File: src/rtl/ctrl_pkg.sv
// rtl/ctrl_pkg.sv - shared control types and constants for the I2S transmit path
`timescale 1ns/1ps
package ctrl_pkg;

  typedef enum logic [1:0] {
    MOFF = 2'd0,
    MT   = 2'd1,
    MR   = 2'd2
  } mode_t;

  typedef enum logic {
    f16bits = 1'b0,
    f32bits = 1'b1
  } frame_size_t;

  typedef struct packed {
    mode_t       mode;
    logic        stereo;
    frame_size_t frame_size;
  } OP_t;

  typedef enum logic {
    IDLE  = 1'b0,
    SHIFT = 1'b1
  } tx_state_t;

  localparam int W16 = 16;
  localparam int W32 = 32;

  // Bit-counter reload value: index of the MSB for the selected slot width.
  function automatic logic [4:0] last_bit(input frame_size_t fs);
    return (fs == f32bits) ? 5'(W32 - 1) : 5'(W16 - 1);
  endfunction

endpackage

File: src/rtl/sclk_edge_det.sv
// rtl/sclk_edge_det.sv - sclk synchronizer and one-pclk falling-edge event
`timescale 1ns/1ps
module sclk_edge_det
  import ctrl_pkg::*;
(
  input  logic i_pclk,
  input  logic i_rst,
  input  logic i_sclk,
  output logic o_fall
);

  logic r_sync1;
  logic r_sync2;
  logic r_sync_d;

  always_ff @(posedge i_pclk or posedge i_rst) begin
    if (i_rst) begin
      r_sync1  <= 1'b0;
      r_sync2  <= 1'b0;
      r_sync_d <= 1'b0;
    end else begin
      r_sync1  <= i_sclk;
      r_sync2  <= r_sync1;
      r_sync_d <= r_sync2;
    end
  end

  assign o_fall = r_sync_d & ~r_sync2;

endmodule

File: src/rtl/i2s_tx_serializer.sv
// rtl/i2s_tx_serializer.sv - I2S transmit serializer; I2S_TX_UNDERRUN_CNT_EN adds underrun_cnt
`timescale 1ns/1ps
module i2s_tx_serializer
  import ctrl_pkg::*;
(
  input  logic        pclk,
  input  logic        rst,
  input  logic        sclk,
  input  OP_t         OP,
  input  logic [31:0] tx_data,
  input  logic        tx_valid,
  output logic        tx_ready,
  output logic        ws,
  output logic        sd,
  output logic        underrun,
  output logic        busy
`ifdef I2S_TX_UNDERRUN_CNT_EN
  ,
  output logic [7:0]  underrun_cnt
`endif
);

  tx_state_t   r_state;
  logic        r_ws;
  logic        r_sd;
  logic [4:0]  r_cnt;
  logic [31:0] r_shift;
  logic        r_w32;

  tx_state_t   w_state_nxt;
  logic        w_ws_nxt;
  logic        w_sd_nxt;
  logic [4:0]  w_cnt_nxt;
  logic [31:0] w_shift_nxt;
  logic        w_w32_nxt;
  logic        w_fall;
  logic        w_fetch;
  logic        w_need_word;
  logic        w_msb;

  sclk_edge_det u_sclk_edge_det (
    .i_pclk (pclk),
    .i_rst  (rst),
    .i_sclk (sclk),
    .o_fall (w_fall)
  );

  assign w_msb = r_w32 ? r_shift[W32-1] : r_shift[W16-1];

  always_ff @(posedge pclk or posedge rst) begin
    if (rst) begin
      r_state <= IDLE;
      r_ws    <= 1'b0;
      r_sd    <= 1'b0;
      r_cnt   <= 5'd0;
      r_shift <= 32'd0;
      r_w32   <= 1'b0;
    end else begin
      r_state <= w_state_nxt;
      r_ws    <= w_ws_nxt;
      r_sd    <= w_sd_nxt;
      r_cnt   <= w_cnt_nxt;
      r_shift <= w_shift_nxt;
      r_w32   <= w_w32_nxt;
    end
  end

  always_comb begin
    w_state_nxt = r_state;
    w_ws_nxt    = r_ws;
    w_sd_nxt    = r_sd;
    w_cnt_nxt   = r_cnt;
    w_shift_nxt = r_shift;
    w_w32_nxt   = r_w32;
    w_fetch     = 1'b0;
    w_need_word = 1'b0;

    case (r_state)
      IDLE: begin
        if (w_fall && (OP.mode == MT)) begin
          w_state_nxt = SHIFT;
          w_fetch     = 1'b1;
          w_need_word = 1'b1;
          w_ws_nxt    = 1'b0;
          w_sd_nxt    = 1'b0;
        end
      end
      SHIFT: begin
        if (OP.mode != MT) begin
          w_state_nxt = IDLE;
          w_ws_nxt    = 1'b0;
          w_sd_nxt    = 1'b0;
          w_cnt_nxt   = 5'd0;
          w_shift_nxt = 32'd0;
        end else if (w_fall) begin
          w_sd_nxt = w_msb;
          if (r_cnt == 5'd0) begin
            // LSB goes out while ws flips, so ws leads the next MSB by one sclk.
            w_fetch     = 1'b1;
            w_ws_nxt    = ~r_ws;
            w_need_word = OP.stereo | r_ws;
          end else begin
            w_shift_nxt = r_shift << 1;
            w_cnt_nxt   = r_cnt - 5'd1;
          end
        end
      end
      default: w_state_nxt = IDLE;
    endcase

    // Slot geometry and mono/stereo are sampled only here, at the slot boundary.
    if (w_fetch) begin
      w_w32_nxt = (OP.frame_size == f32bits);
      w_cnt_nxt = last_bit(OP.frame_size);
      if (w_need_word && tx_valid) begin
        w_shift_nxt = w_w32_nxt ? tx_data : {16'h0000, tx_data[15:0]};
      end else begin
        w_shift_nxt = 32'd0;
      end
    end
  end

  assign tx_ready = w_fetch & w_need_word;
  assign underrun = w_fetch & w_need_word & ~tx_valid;
  assign ws       = r_ws;
  assign sd       = r_sd;
  assign busy     = (r_state != IDLE);

`ifdef I2S_TX_UNDERRUN_CNT_EN
  logic [7:0] r_underrun_cnt;

  always_ff @(posedge pclk or posedge rst) begin
    if (rst) begin
      r_underrun_cnt <= 8'd0;
    end else if (underrun && (r_underrun_cnt != 8'hFF)) begin
      r_underrun_cnt <= r_underrun_cnt + 8'd1;
    end
  end

  assign underrun_cnt = r_underrun_cnt;
`endif

endmodule

File: config.mk
export PLATFORM = sky130hd
export DESIGN_NAME = i2s_tx_serializer
export DESIGN_NICKNAME = d
export VERILOG_FILES = /design/src/rtl/ctrl_pkg.sv /design/src/rtl/sclk_edge_det.sv /design/src/rtl/i2s_tx_serializer.sv
export SDC_FILE = /design/constraint.sdc
export NUM_CORES = 1
export LEC_CHECK = 0
export BUFFER_PORTS_ARGS = -buffer_cell sky130_fd_sc_hd__buf_4
export CORE_UTILIZATION = 53
export CTS_BUF_LIST = sky130_fd_sc_hd__clkbuf_8 sky130_fd_sc_hd__clkbuf_16
export DETAILED_ROUTE_END_ITERATION = 16
export HOLD_SLACK_MARGIN = 0.06
export PLACE_DENSITY_LB_ADDON = 0.15
export REMOVE_ABC_BUFFERS = 1
export SETUP_SLACK_MARGIN = 0.15
export SLEW_MARGIN = 20
export SYNTH_ARGS = -nofsm -noshare
export SYNTH_HDL_FRONTEND = slang
export SYNTH_SLANG_ARGS = --single-unit
File: constraint.sdc
create_clock -name pclk -period 2 [get_ports pclk]
set_input_delay 0.1 -clock pclk [delete_from_list [all_inputs] [get_ports pclk]]
set_output_delay 0.1 -clock pclk [all_outputs]
set_load 0.01 [all_outputs]
[After elaboration in Yosys (flattened, before gate mapping)]
Cells that the tools add are included.
Cells by class
  add/sub/neg operators: 1
  multipliers: 0
  divide/modulo/power cells: 0
  order comparisons: 0
  eq/ne operators: 6
  shift operators: 0
  multiplexer cells: 33
  bitwise operators: 8
  reduce and logical (&&, ||, !) cells: 8
Operators with widths (number)
  $mux W32: 7
  $mux W5: 6
  $mux W1: 15
  $pmux W1 S2: 5
  $ne A3 B1 Y1 const B: 2
  $reduce_and A3 Y1: 2
  $logic_not A5 Y1: 1
  $sub A5 B1 Y5 const B: 1
  $not A1 Y1: 4
  $and A1 B1 Y1: 3
  $ne A3 B3 Y1 const B: 1
  $reduce_bool A3 Y1: 1
  $eq A2 B1 Y1 const B: 1
  $logic_and A1 B1 Y1: 2
  $ne A2 B1 Y1 const B: 1
  $ne A2 B2 Y1 const B: 1
  $reduce_and A2 Y1: 1
  $reduce_bool A2 Y1: 1
  $or A1 B1 Y1: 1
Word-level totals
  bits in registers: 44
  bits in latches: 0
  memory bits (writable): 0
  memory bits (read-only): 0
  input port bits: 40
  output and inout bits: 5
  word-level logic and storage cells: 65
  memories: 0

[Depth between registers and ports, before layout]
  word-level depth: 8
  gate-level depth with buffers: 9
  depth with buffers taken out: 8

[By module]
Synthesis repeated with hierarchy kept, for this count alone.
Unflattened totals
  cell total of the unflattened synthesis: 213
  area total of the unflattened synthesis: 2053.2 um^2
By module, submodules not included
  i2s_tx_serializer: times used 1, cells each 208, area an instance 1960.6 um^2, sequential area each 1026.0 um^2
  sclk_edge_det: times used 1, cells each 5, area an instance 92.6 um^2, sequential area each 75.1 um^2

[Least setup slack after synthesis]
OpenSTA, ideal clock, no wires.
  path kind: register to register
  start point: reg r_cnt[0]
  end point: reg r_shift[16]
  setup time: 0.076 ns
  arrival time: 1.705 ns
  data required time: 1.924 ns
  setup slack: 0.218 ns
  cell stages (with the launch flop): 10
  path buffers: 1
  clock period less this slack: 1.782 ns
  path through: dfrtp_1 > inv_1 > ha_1 > or4b_4 > nand2_2 > nand2_4 > inv_6 > nand3_4 > buf_6 > o21ai_1
On the way
  word-level cells in the longest chain between the ends: 8
  elaborated cells between the ends (all ways): 16
  those cells by class: eq/ne (1); mux (10); reduce/logical (5)
Ends and longest elaborated chain
  from (decl): line i2s_tx_serializer.sv:26  | logic [4:0] r_cnt;
  from (signal assigned): line i2s_tx_serializer.sv:62  | r_cnt <= w_cnt_nxt;
  $logic_not A5 Y1 *: line i2s_tx_serializer.sv:97  | if (r_cnt == 5'd0) begin
  parallel branches: the longest is 7 deep, another holds $ne A3 B3 Y1
  to (signal assigned): line i2s_tx_serializer.sv:63  | r_shift <= w_shift_nxt;
  to (decl): line i2s_tx_serializer.sv:27  | logic [31:0] r_shift;
Every way passes the cells marked *.
A chain may end at the register's enable or synchronous reset.

[Worst setup path in the final report]
  start point: reg r_cnt[1]
  end point: out tx_ready
On the way
  word-level cells in the longest chain between the ends: 6
  elaborated cells between the ends (all ways): 10
  those cells by class: mux (8); bitwise (1); reduce/logical (1)
Ends and longest elaborated chain
  $logic_not A5 Y1 *: line i2s_tx_serializer.sv:97
  $mux W1: line i2s_tx_serializer.sv:97
  $mux W1: line i2s_tx_serializer.sv:95  | end else if (w_fall) begin
  $mux W1: line i2s_tx_serializer.sv:89  | if (OP.mode != MT) begin
  $pmux W1 S2: line i2s_tx_serializer.sv:78  | case (r_state)
  $and A1 B1 Y1 *: line i2s_tx_serializer.sv:123  | assign tx_ready = w_fetch & w_need_word;
  to (decl): line i2s_tx_serializer.sv:12  | output logic tx_ready,
Mark *: on every way between the ends. The rest lies on a longest branch, timed or not.

==> results.toml <==
[layout]
num_antenna_cells = 0
area_growth_pct = 50.2
finalNetCount = 334
drive_above_1_share_pct = 32.7
stdcell_count = 342
final_util_pct = 83.0
n_fill_cell = 214

[global_route]
grt_usage_pct = 27.8
grt_pass1_wl_um = 8520
met2_usage_pct = 48.4
first_global_vias = 1868
grt_max_degree = 23
met3_usage_pct = 6.43
busiest_layer = "met2"
antenna_found_initial = 0
grt.overflow.total = 0
met1_usage_pct = 33.3

[clock_network]
numCtsBuffers = 5
cts-root-buf = "clkbuf_8"
cts_max_level = 2
clk_pin_slew_ns = 0.09
clock_latency_ns = 0.30
cts.sinks = 44
cts_tree = "yes"
clock_path_buffers = 2

[yosys]
syn_avg_cell_area_um2 = 9.92
synth-compound-area-share_pct = 21.1
synth-adder-area-share_pct = 0.618
synthSimpleGateAreaFrac_pct = 16.3
synth_cell_types = 36
synth.yosys.seq_area_share_pct = 54.4
synth_common_cells = "44 x dfrtp_1, 32 x a22oi_1, 20 x inv_1, 18 x nand2_1, 18 x nand3_1"
synth_edf_count = 0
synth-xor-area-share_pct = 0
syn_area_um2 = 2020
yosysTopAreaCellShare_pct = 54.4
synth_top_family_by_area = "compound AO/OA/AOI/OAI gates"
async_flop_share_pct = 100
synthCells = 204
synth.area.top_cells = "dfrtp_1 54%, a22oi_1 12%, nand3_1 4.5%"
muxShareOfSynthArea_pct = 0.557
yosysWarnings = 0
synthFlopType = "dfrtp_1"
synth_top_cell_by_area = "dfrtp_1"
synth_seq_cells = 44
synthMostInstantiatedCell = "dfrtp_1"

[sta]
fin_crit_ns = 1.92
worst_slack_ns = 0.0849
finalCritPeriodShare_pct = 95.8
maxSlewHeadroom_pct = 47.0
skew_ns = 0.00948
whs_ns = 0.0825
finalHoldViolCount = 0
max_freq_ghz = 0.522
final_max_slew_viol_count = 0
rsz0062_at_grt = "yes"
setup_viol = 0
worstMarginPinSlew_ns = 0.789

[power_and_ir_drop]
powerDensity_nw_per_um2 = 668
vdd_drop_max_mv = 0.529
leakagePower_nw = 1.47

[drt]
drt-wirelength-per-cell_um = 16.1
vias_per_cell = 5.65
ant_nets = 0
firstDrtPassIters = 4
num_vias = 1934
drtIter0Drc = 274
drc = 0
routed_wl_um = 5500

[critical_path]
worstPathMaxFanout = 3
slowest_delay_ns = 0.49
slowest_stage = "or4b_4"
cp.arrival_ns = 1.82
path_common_cell = "nand2_4"
cp-start-kind = "flip-flop"
cp.required_ns = 1.90
end_kind = "primary output"
path_cells = "inv_2, ha_4, or4b_4, nand2_4, nand2_4, clkinv_4, buf_8, buf_6"
critPathKind = "reg -> out"

[place]
gp_congestion = 0.904
dp_cells = 292
place_ws_ns = 0.0431
numPortBuffers = 44
dp_hpwl_um = 2890

[floorplanning]
coreArea_um2 = 3660
ioPinCount = 45
rows = 22
fp.dieArea_um2 = 4070
die_w_um = 63.8
start_util_pct = 55.3
die_y_um = 63.8

[run]
max_cap_violations = 0

[run_status]
status = "complete, no violations"

[worst_hold_path]
hold_path.class = "in -> reg"
-- logic make-up (layout without fill, tap and decap cells) --
logic type / count (synthesis) / count (layout)
AOI/OAI and AO/OA: 64 / 64
adders and majority gates: 1 / 1
buffers and inverters: 33 / 122
DFF: 44 / 44
muxes: 1 / 1
and+or+nand+nor: 61 / 62
-- report_power, final --
group	internal (mW)	leakage [nW]	total [mW]	switching, mW
Combinational	0.225	0.841	0.414	0.189
Sequential	0.969	0.588	1.03	0.0611
Clock	0.280	0.0434	0.586	0.307
Total	1.47	1.47	2.03	0.557
-- state kept, by name (all words and copies together), names as in the netlist --
signal	flops
sd	1
r_shift	32
busy	1
u_sclk_edge_det.r_sync1	1
ws	1
u_sclk_edge_det.r_sync_d	1
r_cnt	5
u_sclk_edge_det.r_sync2	1
r_w32	1
-- cells in the final DEF (no fill, tap or decap), types with 3 or more instances in the layout --
cell type	count
buf_4	58
dfrtp_1	44
dlygate4sd3_1	33
a22oi_1	32
nand3_1	18
nand2_1	18
inv_1	17
o21ai_2	13
a21oi_1	8
clkbuf_8	6
nor2_1	4
nand2b_1	3
-- per-stage QoR --
stage	setup TNS, ns	total power, mW	instance area, µm²
global placement	0	1.30	2420
finish	0	2.03	3040
floorplan	-21.82	1.19	1960
detailed placement	0	1.31	2420
global route	0	2.12	3040
CTS	0	1.97	2920
-- critical path, delay by kind of cell, from the launching register on --
family                     cells  cell delay [ns]
and+or+nand+nor                3             0.67
buffers and inverters          4             0.33
adders and majority gates      1             0.13
DFF                            1             0.39
-- layer usage --
layer	share of wire [%]	routed length, µm	vias to the layer above
met5	0	0	-
met3	5.8	320	10
li1	-	-	909
met4	1.5	81	0
met1	40	2190	938
met2	53	2910	77
-- layout make-up --
class | instances | area [µm²] | share of cell area (%)
clock inverters | 2 | 15.0 | 0.494
clock buffers | 6 | 82.6 | 2.72
flip-flops and latches | 44 | 1100 | 36.2
inverters | 21 | 83.8 | 2.76
repair buffers | 93 | 792 | 26.1
well taps | 48 | 60.1 | 1.98
multi-input cells | 128 | 903 | 29.7
-- path summary, 6_finish.rpt --
path	startpoint	cells past startpoint	to	slack (ns)
max	r_cnt[1]	8	tx_ready	0.08
min	tx_data[30]	3	r_shift[30]	0.08
max reg2reg	r_cnt[1]	9	r_shift[21]	0.14
min reg2reg	u_sclk_edge_det.r_sync1	0	u_sclk_edge_det.r_sync2	0.36
max in group asynchronous	rst	4	r_shift[0]	0.91
min in group asynchronous	rst	3	r_shift[22]	0.46
-- what timing repair did --
item	4_1_cts	5_1_grt
hold buffers	33	0
endpoints found under the setup margin	29	35
hold endpoints to repair	52	0
gates resized for setup	11	22
buffers inserted	5	3
cloned	0	1
pin swaps	2	2
Note: power is estimated with default switching activity, not from simulation.
